`src/rtl/rl_ram_req_pkg.sv`:
```
// ---------------------------------------------------------------------------
// rl_ram_req_pkg
// Shared constants and helpers for the 1RW RAM request front-end.
//   RSP_DEPTH  : number of entries in the read-response buffer
//   be_width() : byte-lane count for a data width (top lane may be partial)
// The request struct depends on the instantiating module's ABITS/DBITS, so
// it is declared inside that module from these helpers.
// ---------------------------------------------------------------------------
package rl_ram_req_pkg;

   localparam int RSP_DEPTH = 32'sd2;

   // Number of byte lanes covering dbits bits, rounding up.
   function automatic int be_width(input int dbits);
      be_width = (dbits + 32'sd7) / 32'sd8;
   endfunction

endpackage

```
`src/rtl/rl_ram_rsp_fifo.sv`:
```
// ---------------------------------------------------------------------------
// rl_ram_rsp_fifo
// Two-entry synchronous response buffer with registered storage.
// Ports:
//   clk  : clock, rising edge
//   rst  : synchronous active-high reset (pointers, count and storage to 0)
//   push : write din into the tail
//   pop  : advance the head
//   din  : data written on push
//   dout : data at the head (0 after reset)
//   cnt  : number of valid entries, 0..2
// A push into a full buffer is only accepted when the head leaves in the
// same cycle; anything else is flagged by rl_ram_rsp_fifo_chk.
// ---------------------------------------------------------------------------
module rl_ram_rsp_fifo
   import rl_ram_req_pkg::*;
#(
   parameter int DBITS = 32
) (
   input  logic             clk,
   input  logic             rst,
   input  logic             push,
   input  logic             pop,
   input  logic [DBITS-1:0] din,
   output logic [DBITS-1:0] dout,
   output logic [1:0]       cnt
);

   logic [DBITS-1:0] mem_r [RSP_DEPTH];
   logic             wr_ptr_r;
   logic             rd_ptr_r;
   logic [1:0]       cnt_r;
   logic             do_push_s;
   logic             do_pop_s;

   // Qualify pop against an empty buffer and push against a full one.
   always_comb begin
      do_pop_s  = pop & (cnt_r != 2'd0);
      do_push_s = push & ((cnt_r != 2'd2) | do_pop_s);
   end

   // Storage, pointers and occupancy.
   always_ff @(posedge clk) begin
      if (rst) begin
         for (int i = 0; i < RSP_DEPTH; i++) begin
            mem_r[i] <= '0;
         end
         wr_ptr_r <= 1'b0;
         rd_ptr_r <= 1'b0;
         cnt_r    <= 2'd0;
      end else begin
         if (do_push_s) begin
            mem_r[wr_ptr_r] <= din;
            wr_ptr_r        <= ~wr_ptr_r;
         end
         if (do_pop_s) begin
            rd_ptr_r <= ~rd_ptr_r;
         end
         case ({do_push_s, do_pop_s})
            2'b10:   cnt_r <= cnt_r + 2'd1;
            2'b01:   cnt_r <= cnt_r - 2'd1;
            default: cnt_r <= cnt_r;
         endcase
      end
   end

   // Head data and occupancy straight from registers.
   always_comb begin
      dout = mem_r[rd_ptr_r];
      cnt  = cnt_r;
   end

   rl_ram_rsp_fifo_chk u_chk (
      .clk  (clk),
      .rst  (rst),
      .push (push),
      .pop  (pop),
      .cnt  (cnt_r)
   );

endmodule

// ---------------------------------------------------------------------------
// rl_ram_rsp_fifo_chk
// Simulation-only properties for the response buffer.
// ---------------------------------------------------------------------------
module rl_ram_rsp_fifo_chk (
   input logic       clk,
   input logic       rst,
   input logic       push,
   input logic       pop,
   input logic [1:0] cnt
);

   a_no_push_full: assert property (@(posedge clk) disable iff (rst)
      !(push && (cnt == 2'd2) && !pop));

   a_cnt_range: assert property (@(posedge clk) disable iff (rst)
      (cnt <= 2'd2));

endmodule

```
`src/rtl/rl_ram_1rw_req_if.sv`:
```
// ---------------------------------------------------------------------------
// rl_ram_1rw_req_if
// Valid/ready request front-end for a single-port 1RW RAM with one-cycle
// read latency. Accepted reads are tracked for one cycle (inflight) and
// their RAM data lands in a 2-entry response buffer, so the consumer may
// backpressure without loss. One request per cycle is sustained.
//
// Ports:
//   clk_i, rst_i            : clock; synchronous active-high reset
//   req_valid_i/req_ready_o : request handshake
//   req_we_i, req_addr_i,
//   req_be_i, req_wdata_i   : request payload (be/wdata used by writes)
//   rsp_valid_o/rsp_ready_i : response handshake
//   rsp_rdata_o             : read data, strictly in acceptance order
//   ram_addr_o, ram_we_o,
//   ram_be_o, ram_din_o     : RAM port drive
//   ram_dout_i              : RAM read data, valid the cycle after a read
//
// Build option: define RL_RAM_RSP_BYPASS_EN to present RAM data directly
// on the response port when the buffer is empty (read latency 1 instead
// of 2). Capacity and ordering are identical in both builds.
// ---------------------------------------------------------------------------
module rl_ram_1rw_req_if
   import rl_ram_req_pkg::*;
#(
   parameter  int ABITS = 10,
   parameter  int DBITS = 32,
   localparam int BEW   = be_width(DBITS)
) (
   input  logic             clk_i,
   input  logic             rst_i,
   input  logic             req_valid_i,
   output logic             req_ready_o,
   input  logic             req_we_i,
   input  logic [ABITS-1:0] req_addr_i,
   input  logic [BEW-1:0]   req_be_i,
   input  logic [DBITS-1:0] req_wdata_i,
   output logic             rsp_valid_o,
   input  logic             rsp_ready_i,
   output logic [DBITS-1:0] rsp_rdata_o,
   output logic [ABITS-1:0] ram_addr_o,
   output logic             ram_we_o,
   output logic [BEW-1:0]   ram_be_o,
   output logic [DBITS-1:0] ram_din_o,
   input  logic [DBITS-1:0] ram_dout_i
);

   typedef struct packed {
      logic             we;
      logic [ABITS-1:0] addr;
      logic [BEW-1:0]   be;
      logic [DBITS-1:0] wdata;
   } req_t;

   req_t             req_s;
   logic             inflight_r;
   logic             bypass_s;
   logic             pop_s;
   logic             fifo_push_s;
   logic             fifo_pop_s;
   logic [1:0]       cnt_s;
   logic [DBITS-1:0] fifo_dout_s;
   logic [2:0]       occ_s;
   logic             acc_s;
   logic             rd_acc_s;
   logic             wr_acc_s;

   // Response side: valid/data select, pop, and buffer push/pop qualification.
   always_comb begin
`ifdef RL_RAM_RSP_BYPASS_EN
      bypass_s = (cnt_s == 2'd0) & inflight_r;
`else
      bypass_s = 1'b0;
`endif
      rsp_valid_o = ~rst_i & ((cnt_s != 2'd0) | bypass_s);
      if (bypass_s) begin
         rsp_rdata_o = ram_dout_i;
      end else begin
         rsp_rdata_o = fifo_dout_s;
      end
      pop_s = rsp_valid_o & rsp_ready_i;
      // Bypassed data consumed in the same cycle never enters the buffer.
      fifo_push_s = inflight_r & ~(bypass_s & pop_s);
      fifo_pop_s  = pop_s & ~bypass_s;
   end

   // Request side: capacity check counts buffered plus in-flight reads,
   // crediting a pop this cycle (combinational rsp_ready_i -> req_ready_o).
   always_comb begin
      req_s       = '{we: req_we_i, addr: req_addr_i, be: req_be_i, wdata: req_wdata_i};
      occ_s       = {1'b0, cnt_s} + {2'b00, inflight_r} - {2'b00, pop_s};
      req_ready_o = ~rst_i & (occ_s < 3'd2);
      acc_s       = req_valid_i & req_ready_o;
      rd_acc_s    = acc_s & ~req_s.we;
      wr_acc_s    = acc_s & req_s.we;
      ram_addr_o  = req_s.addr;
      ram_din_o   = req_s.wdata;
      ram_be_o    = req_s.be;
      ram_we_o    = wr_acc_s;
   end

   // Marks that the RAM output next cycle belongs to an accepted read.
   always_ff @(posedge clk_i) begin
      if (rst_i) begin
         inflight_r <= 1'b0;
      end else begin
         inflight_r <= rd_acc_s;
      end
   end

   rl_ram_rsp_fifo #(
      .DBITS (DBITS)
   ) u_fifo (
      .clk  (clk_i),
      .rst  (rst_i),
      .push (fifo_push_s),
      .pop  (fifo_pop_s),
      .din  (ram_dout_i),
      .dout (fifo_dout_s),
      .cnt  (cnt_s)
   );

endmodule

```
`config.mk`:
```
export PLATFORM = sky130hd
export DESIGN_NAME = rl_ram_1rw_req_if
export DESIGN_NICKNAME = d
export VERILOG_FILES = /design/src/rtl/rl_ram_req_pkg.sv /design/src/rtl/rl_ram_rsp_fifo.sv /design/src/rtl/rl_ram_1rw_req_if.sv
export SDC_FILE = /design/constraint.sdc
export NUM_CORES = 1
export LEC_CHECK = 0
export ABC_AREA = 1
export BUFFER_PORTS_ARGS = -buffer_cell sky130_fd_sc_hd__buf_2
export CAP_MARGIN = 20
export CELL_PAD_IN_SITES_DETAIL_PLACEMENT = 1
export CELL_PAD_IN_SITES_GLOBAL_PLACEMENT = 1
export CORE_UTILIZATION = 36
export CTS_BUF_LIST = sky130_fd_sc_hd__clkbuf_2
export DETAILED_ROUTE_END_ITERATION = 6
export PLACE_DENSITY_LB_ADDON = 0.08
export SLEW_MARGIN = 20
export SYNTH_ARGS = -nofsm -noshare
export SYNTH_HDL_FRONTEND = slang
export SYNTH_SLANG_ARGS = --single-unit
export TNS_END_PERCENT = 5
```
`constraint.sdc`:
```
create_clock -name clk_i -period 2.9 [get_ports clk_i]
set_input_delay 0.58 -clock clk_i [delete_from_list [all_inputs] [get_ports clk_i]]
set_output_delay 0.58 -clock clk_i [all_outputs]
set_load 0.05 [all_outputs]
```
Yosys cells after proc, flatten, opt, wreduce, memory -nomap -nowiden

Memory sizes are Yosys's and may differ from the RTL's. A register that Yosys moved wholly into a read port is not among the register bits.
Cells that the tools add are included.

Register bits: 5
Bits in latches: 0
Memory bits (writable): 64
Memory bits (read-only): 0
Bits of input ports: 83
Output and inout port bits: 81
Memories: 1

Add/sub/neg operators: 4
Multipliers: 0
Divide/modulo/power cells: 0
$lt $le $gt $ge: 1
Equal/unequal tests: 3
Shift-type cells: 0
Muxes and demuxes: 11
Bitwise gates (word level): 13
Reductions and logical operators: 3

Memories:

| name         | words | bits a word | read ports | clocked after Yosys merged registers in | write ports | RTL line              | RTL |
|---|---|---|---|---|---|---|---|
| u_fifo.mem_r | 2     | 32          | 1          | 1                                       | 2           | rl_ram_rsp_fifo.sv:29 | `logic [DBITS-1:0] mem_r [RSP_DEPTH];` |

Operators with widths:

| operator                                                                      | count |
|---|---|
| 32-bit two-way mux                                                            | 1 |
| 32-bit OR reduction                                                           | 1 |
| 1-bit two-way mux                                                             | 9 |
| 1-bit bitwise AND                                                             | 8 |
| 1-bit inverter                                                                | 4 |
| 2-bit case mux with 2 select lines                                            | 1 |
| 2-bit nonzero test                                                            | 2 |
| 2-bit by 1-bit adder with 3-bit output                                        | 1 |
| 3-bit by 2-bit less-than comparator with 1-bit output (second input constant) | 1 |
| 3-bit by 1-bit subtractor with 3-bit output                                   | 1 |
| 2-bit by 1-bit adder with 2-bit output (second input constant)                | 1 |
| 2-bit by 1-bit equality test with 1-bit output (second input constant)        | 1 |
| 2-bit equality test (second input constant)                                   | 1 |
| 2-bit inequality test (second input constant)                                 | 1 |
| 2-bit by 1-bit subtractor with 2-bit output (second input constant)           | 1 |
| 1-bit OR                                                                      | 1 |

Longest topological paths before layout

Word-level depth: 11
Mapped depth: 12

Modules after synthesis

Synthesis repeated with hierarchy kept, for this count alone.

Cells, all modules: 305
Area, all modules: 3594.7 sq um

By module, submodules not included:

| module            | times used | cells each | area an instance (sq um) |
|---|---|---|---|
| rl_ram_rsp_fifo   | 1          | 240        | 3124.2 |
| rl_ram_1rw_req_if | 1          | 65         | 470.5 |

Least setup slack after synthesis

Ideal clock, no wire load.

Kind: input to output
From: input rst_i
To: output ram_we_o
Data arrival time: 3797 ps
Setup slack: -1477 ps
Stages: 11
Cells stage by stage: inv_2 nand3_4 inv_1 ha_1 inv_1 nand2_1 fa_1 nand2_1 nor3b_1 nand2_1 nor2_1

Cells in the longest elaborated chain, start to end: 8

RTL lines:

| item                                                  | RTL line                                         | RTL |
|---|---|---|
| start, declared                                       | rl_ram_1rw_req_if.sv:31                          | `input logic rst_i,` |
| 1-bit inverter *                                      | rl_ram_1rw_req_if.sv:75, rl_ram_1rw_req_if.sv:92 |  |
| 1-bit bitwise AND                                     | rl_ram_1rw_req_if.sv:75                          | `rsp_valid_o = ~rst_i & ((cnt_s != 2'd0) \| bypass_s);` |
| 1-bit bitwise AND                                     | rl_ram_1rw_req_if.sv:81                          | `pop_s = rsp_valid_o & rsp_ready_i;` |
| 3-bit by 1-bit subtractor with 3-bit output           | rl_ram_1rw_req_if.sv:91                          | `occ_s = {1'b0, cnt_s} + {2'b00, inflight_r} - {2'b00, pop_s};` |
| 3-bit by 2-bit less-than comparator with 1-bit output | rl_ram_1rw_req_if.sv:92                          | `req_ready_o = ~rst_i & (occ_s < 3'd2);` |
| 1-bit bitwise AND *                                   | rl_ram_1rw_req_if.sv:92                          |  |
| net req_ready_o                                       | rl_ram_1rw_req_if.sv:33                          | `output logic req_ready_o,` |
| 1-bit bitwise AND *                                   | rl_ram_1rw_req_if.sv:93                          | `acc_s = req_valid_i & req_ready_o;` |
| 1-bit bitwise AND *                                   | rl_ram_1rw_req_if.sv:95                          | `wr_acc_s = acc_s & req_s.we;` |
| end, declared                                         | rl_ram_1rw_req_if.sv:42                          | `output logic ram_we_o,` |

The timed path passes the listed nets; every way through them passes the cells marked *.

Final worst setup path

From: register u_fifo.cnt_r[0], in the netlist u_fifo.cnt[0]
To: output ram_we_o

Cells in the longest elaborated chain, start to end: 8
Elaborated cells between the ends (all ways): 9

RTL lines:

| item                                                    | RTL line                | RTL |
|---|---|---|
| start, declared                                         | rl_ram_rsp_fifo.sv:32   | `logic [1:0] cnt_r;` |
| start signal, assigned                                  | rl_ram_rsp_fifo.sv:60   | `2'b10: cnt_r <= cnt_r + 2'd1;` |
| start signal, assigned                                  | rl_ram_rsp_fifo.sv:61   | `2'b01: cnt_r <= cnt_r - 2'd1;` |
| start signal, assigned                                  | rl_ram_rsp_fifo.sv:62   | `default: cnt_r <= cnt_r;` |
| 2-bit nonzero test                                      | rl_ram_1rw_req_if.sv:75 |  |
| 1-bit bitwise AND                                       | rl_ram_1rw_req_if.sv:75 |  |
| 1-bit bitwise AND                                       | rl_ram_1rw_req_if.sv:81 |  |
| 3-bit by 1-bit subtractor with 3-bit output *           | rl_ram_1rw_req_if.sv:91 |  |
| 3-bit by 2-bit less-than comparator with 1-bit output * | rl_ram_1rw_req_if.sv:92 |  |
| 1-bit bitwise AND *                                     | rl_ram_1rw_req_if.sv:92 |  |
| 1-bit bitwise AND *                                     | rl_ram_1rw_req_if.sv:93 |  |
| 1-bit bitwise AND *                                     | rl_ram_1rw_req_if.sv:95 |  |

Mark *: on every way between the ends. The rest lies on a longest branch, timed or not.

==> summary.txt <==
Global routing
  • Vias in the first global route: around 2200
  • Pin count of the biggest net entering global routing: 33
  • First-pass GRT wire length: about 11 mm
  • Initial antenna violation count: 0
  • GRT Residual Overflow: 0
  • GRT Util Overall: 14.5%

Drt
  • DRT iter0 DRCs: 44
  • Routed wire length: between 6 and 7 mm
  • Drt via density: around 4.5
  • Vias after detailed routing: 2120
  • DRC Markers: 0
  • Wire per inst: 14.6 um
  • Routed Antenna Nets: 0
  • First-pass DRT Iterations: 4

Final layout
  • Area delta synth->final: 13.1%
  • Diode count: 0
  • Fraction of layout cells with a size suffix above 1: a little over half
  • Design area: between 4000 and 5000 sq um
  • Final cell utilization of the core: a little over two fifths
  • Fin nets: 426
  • Commonest non-fill, non-tap cell in the layout: buf_2
  • Most frequent cells in the layout: 69 x buf_2, 64 x edfxtp_1, 44 x nor2_1
  • Fillers: roughly 1100

Synth
  • Post-Synth XOR/XNOR Area: 0.247%
  • Syn Area/Cell: around 12 sq um
  • Seq/Total Area, Yosys: 57.6%
  • Main combinational cell family by area after synthesis: buffers and inverters
  • Post-Syn Instances: approximately 300
  • Synthesized area: 3550 sq um
  • Area share of fa/ha/maj cells after synthesis: 1.27%
  • Post-synthesis cell type count: 24
  • Simple-gate share of the synthesized area: 13.6%
  • EDFF count, synth: between 60 and 70
  • Syn nets: between 300 and 400
  • Multiplexer area fraction after synthesis: 10.2%
  • Yosys warns: 0
  • Prevailing post-synth register cell: edfxtp_1
  • Synth Area in Compound Gates: less than 1%
  • FFs w/ async S/R, synth: 0%
  • Post-synthesis register bit count: 70

Timing
  • Final worst-path cycle share: 107%
  • Fin worst setup slack: -0.191 ns
  • Final setup viols: 2
  • Clock Skews: approximately 0.032 ns
  • Max-slew violations: 0
  • Slew @ Worst Pin: a little under 0.4 ns
  • F_max: between 300 and 400 MHz
  • Setup tns final: -0.315 ns
  • Final hold vios: 0
  • RSZ-0062 raised after global routing: true
  • Slew HR: around three quarters
  • Final Critical Period: between 3 and 4 ns

Setup path
  • Worst path slowest cell: fa_1
  • CP max stage delay: about 0.50 ns
  • Worst R2R Setup Slack: roughly 0.85 ns
  • R2R cell count: 13
  • Crit-path most repeated cell: nand2_2
  • Crit path max fanout: 2
  • CP Class: reg2out
  • Critical Path RT: 2.32 ns
  • Worst path cell trace: inv_6 -> nand2_4 -> nand3_4 -> inv_2 -> ha_4 -> inv_2 -> nand2_2 -> fa_1 -> nand2_2 -> nor3b_4 -> nand2_2 -> nor2_4 -> buf_8
  • CP Capture Type: output port
  • Worst reg2reg endpoint: fifo_push_s
  • CP startpoint: u_fifo.cnt[0]
  • Data arrival time of the worst path: about 2.5 ns
  • Worst r2r src: u_fifo.cnt[0]
  • CP startpoint kind: flip-flop

Floorplanning
  • Core region area: approximately 9400 sq um
  • Die area: roughly 10000 sq um
  • # rows: 35
  • Die X-Extent: 101 um
  • Ports: approximately 160
  • Starting density of the core: a little under two fifths
  • Die Span Y: between 100 and 150 um

CTS
  • Skew-Pair Late Insertion Delay: 0.48 ns
  • H-tree depth: 3
  • Number of buffers created by CTS: 9
  • TritonCTS clock tree: done
  • Reg clk slew, reported paths: about 0.19 ns
  • Clk Tree Root Cell: clkbuf_2
  • CTS Sinks: 70
  • Clk buf depth: 2

Worst hold path
  • Hold_sp: req_we_i
  • Hold Crit Endpoint: fifo_push_s
  • HP Class: in2reg
  • Hold Path Stages: 2

Flow run
  • Max-cap violations: 0

Status
  • Failing checks: setup timing
  • Status: finished with violations

Place
  • DP HPWL: 4.64 mm
  • DP Area: roughly 3800 sq um
  • GPL Wtd Cong: between 0.6 and 0.7
  • IO Port Bufs: 71

Power
  • Peak supply drop: between 0.2 and 0.25 mV
  • Cell Pwr Density: about 540 nW/um^2
  • Leakage: approximately 0.0018 uW
  • Total power: between 2000 and 2500 uW
report_power, final:
group | switching [uW] | leakage, uW | total [uW] | internal [uW]
sequential | 16.1 | 0.000714 | 1160 | 1150
clock | 336 | 0.0000833 | 624 | 288
combinational | 251 | 0.000995 | 371 | 120
state kept, by name (all words and copies together) (netlist names), named ones only:
| signal | count |
|---|---|
| u_fifo.mem_r | 64 |
| u_fifo.cnt | 2 |
| fifo_push_s | 1 |
| u_fifo.wr_ptr_r | 1 |
| u_fifo.rd_ptr_r | 1 |
per-stage QoR:
stage,hold WS (ns),std cells,setup slack (ns)
floorplan,0.472,297,-0.283
global placement,0.488,453,-0.120
detailed placement,0.512,453,-0.174
CTS,0.219,474,-0.279
global route,0.205,474,-0.364
finish,0.263,474,-0.191
layer usage:
layer / share of wire [%] / track usage (%) / up-vias
met5: 0 / 0 / -
met4: 2.9 / 6.80 / 0
met3: 5.1 / 3.45 / 32
met2: 51 / 25.5 / 52
met1: 41 / 16.7 / 1034
li1: - / - / 1002
worst max path at each step:
stage	cells after the start	slack, ns	endpoint
global placement	13	-0.12	ram_we_o
global route	13	-0.36	ram_we_o
CTS	13	-0.28	ram_we_o
finish	13	-0.19	ram_we_o
detailed placement	13	-0.17	ram_we_o
floorplan	11	-0.28	ram_we_o
synthesized netlist by cell type (2+ instances only):
cell / n / area share (%)
ha_1: 2 / 0.71
nand2_4: 2 / 0.63
mux2_1: 4 / 1.3
inv_1: 38 / 4.0
nor2_4: 2 / 0.63
buf_2: 3 / 0.42
edfxtp_1: 64 / 54
a21oi_1: 3 / 0.42
nor2_2: 26 / 4.6
nand3_4: 2 / 0.99
buf_4: 46 / 9.7
nor2_1: 45 / 4.8
buf_6: 6 / 1.9
nand2_1: 11 / 1.2
mux2_2: 28 / 8.9
inv_2: 2 / 0.21
dfxtp_1: 6 / 3.4
repair_timing:
item,4_1_cts,5_1_grt
gates cloned,0,0
setup endpoints to repair,2,2
hold buffers,0,0
setup buffers,5,0
pin swaps,7,2
gates resized for setup,13,1
cells by family (layout without fill, tap and decap cells):
logic type	after synthesis	after routing
XOR/XNOR	1	1
AND/OR/NAND/NOR	90	90
multiplexers	32	32
AO/OA/AOI/OAI	5	5
buffers and inverters	96	144
adder cells (fa/ha/maj)	3	3
flip-flops	70	70
cell type report:
class / instances / area (sq um) / area share, %
Sequential cell: 70 / 2050 / 51.1
Clock buffer: 11 / 55.1 / 1.37
Inverter: 40 / 171 / 4.27
Tap cell: 129 / 161 / 4.02
Timing Repair Buffer: 88 / 532 / 13.3
Multi-Input combinational cell: 131 / 967 / 24.1
Clock inverter: 5 / 73.8 / 1.84
critical path: cells and delay by family, from the launching register on:
family,cells,cell delay [ns]
adder cells (fa/ha/maj),2,0.69
AND/OR/NAND/NOR,7,0.63
flip-flops,1,0.41
buffers and inverters,4,0.30
Power figures use the tool's default switching activity.
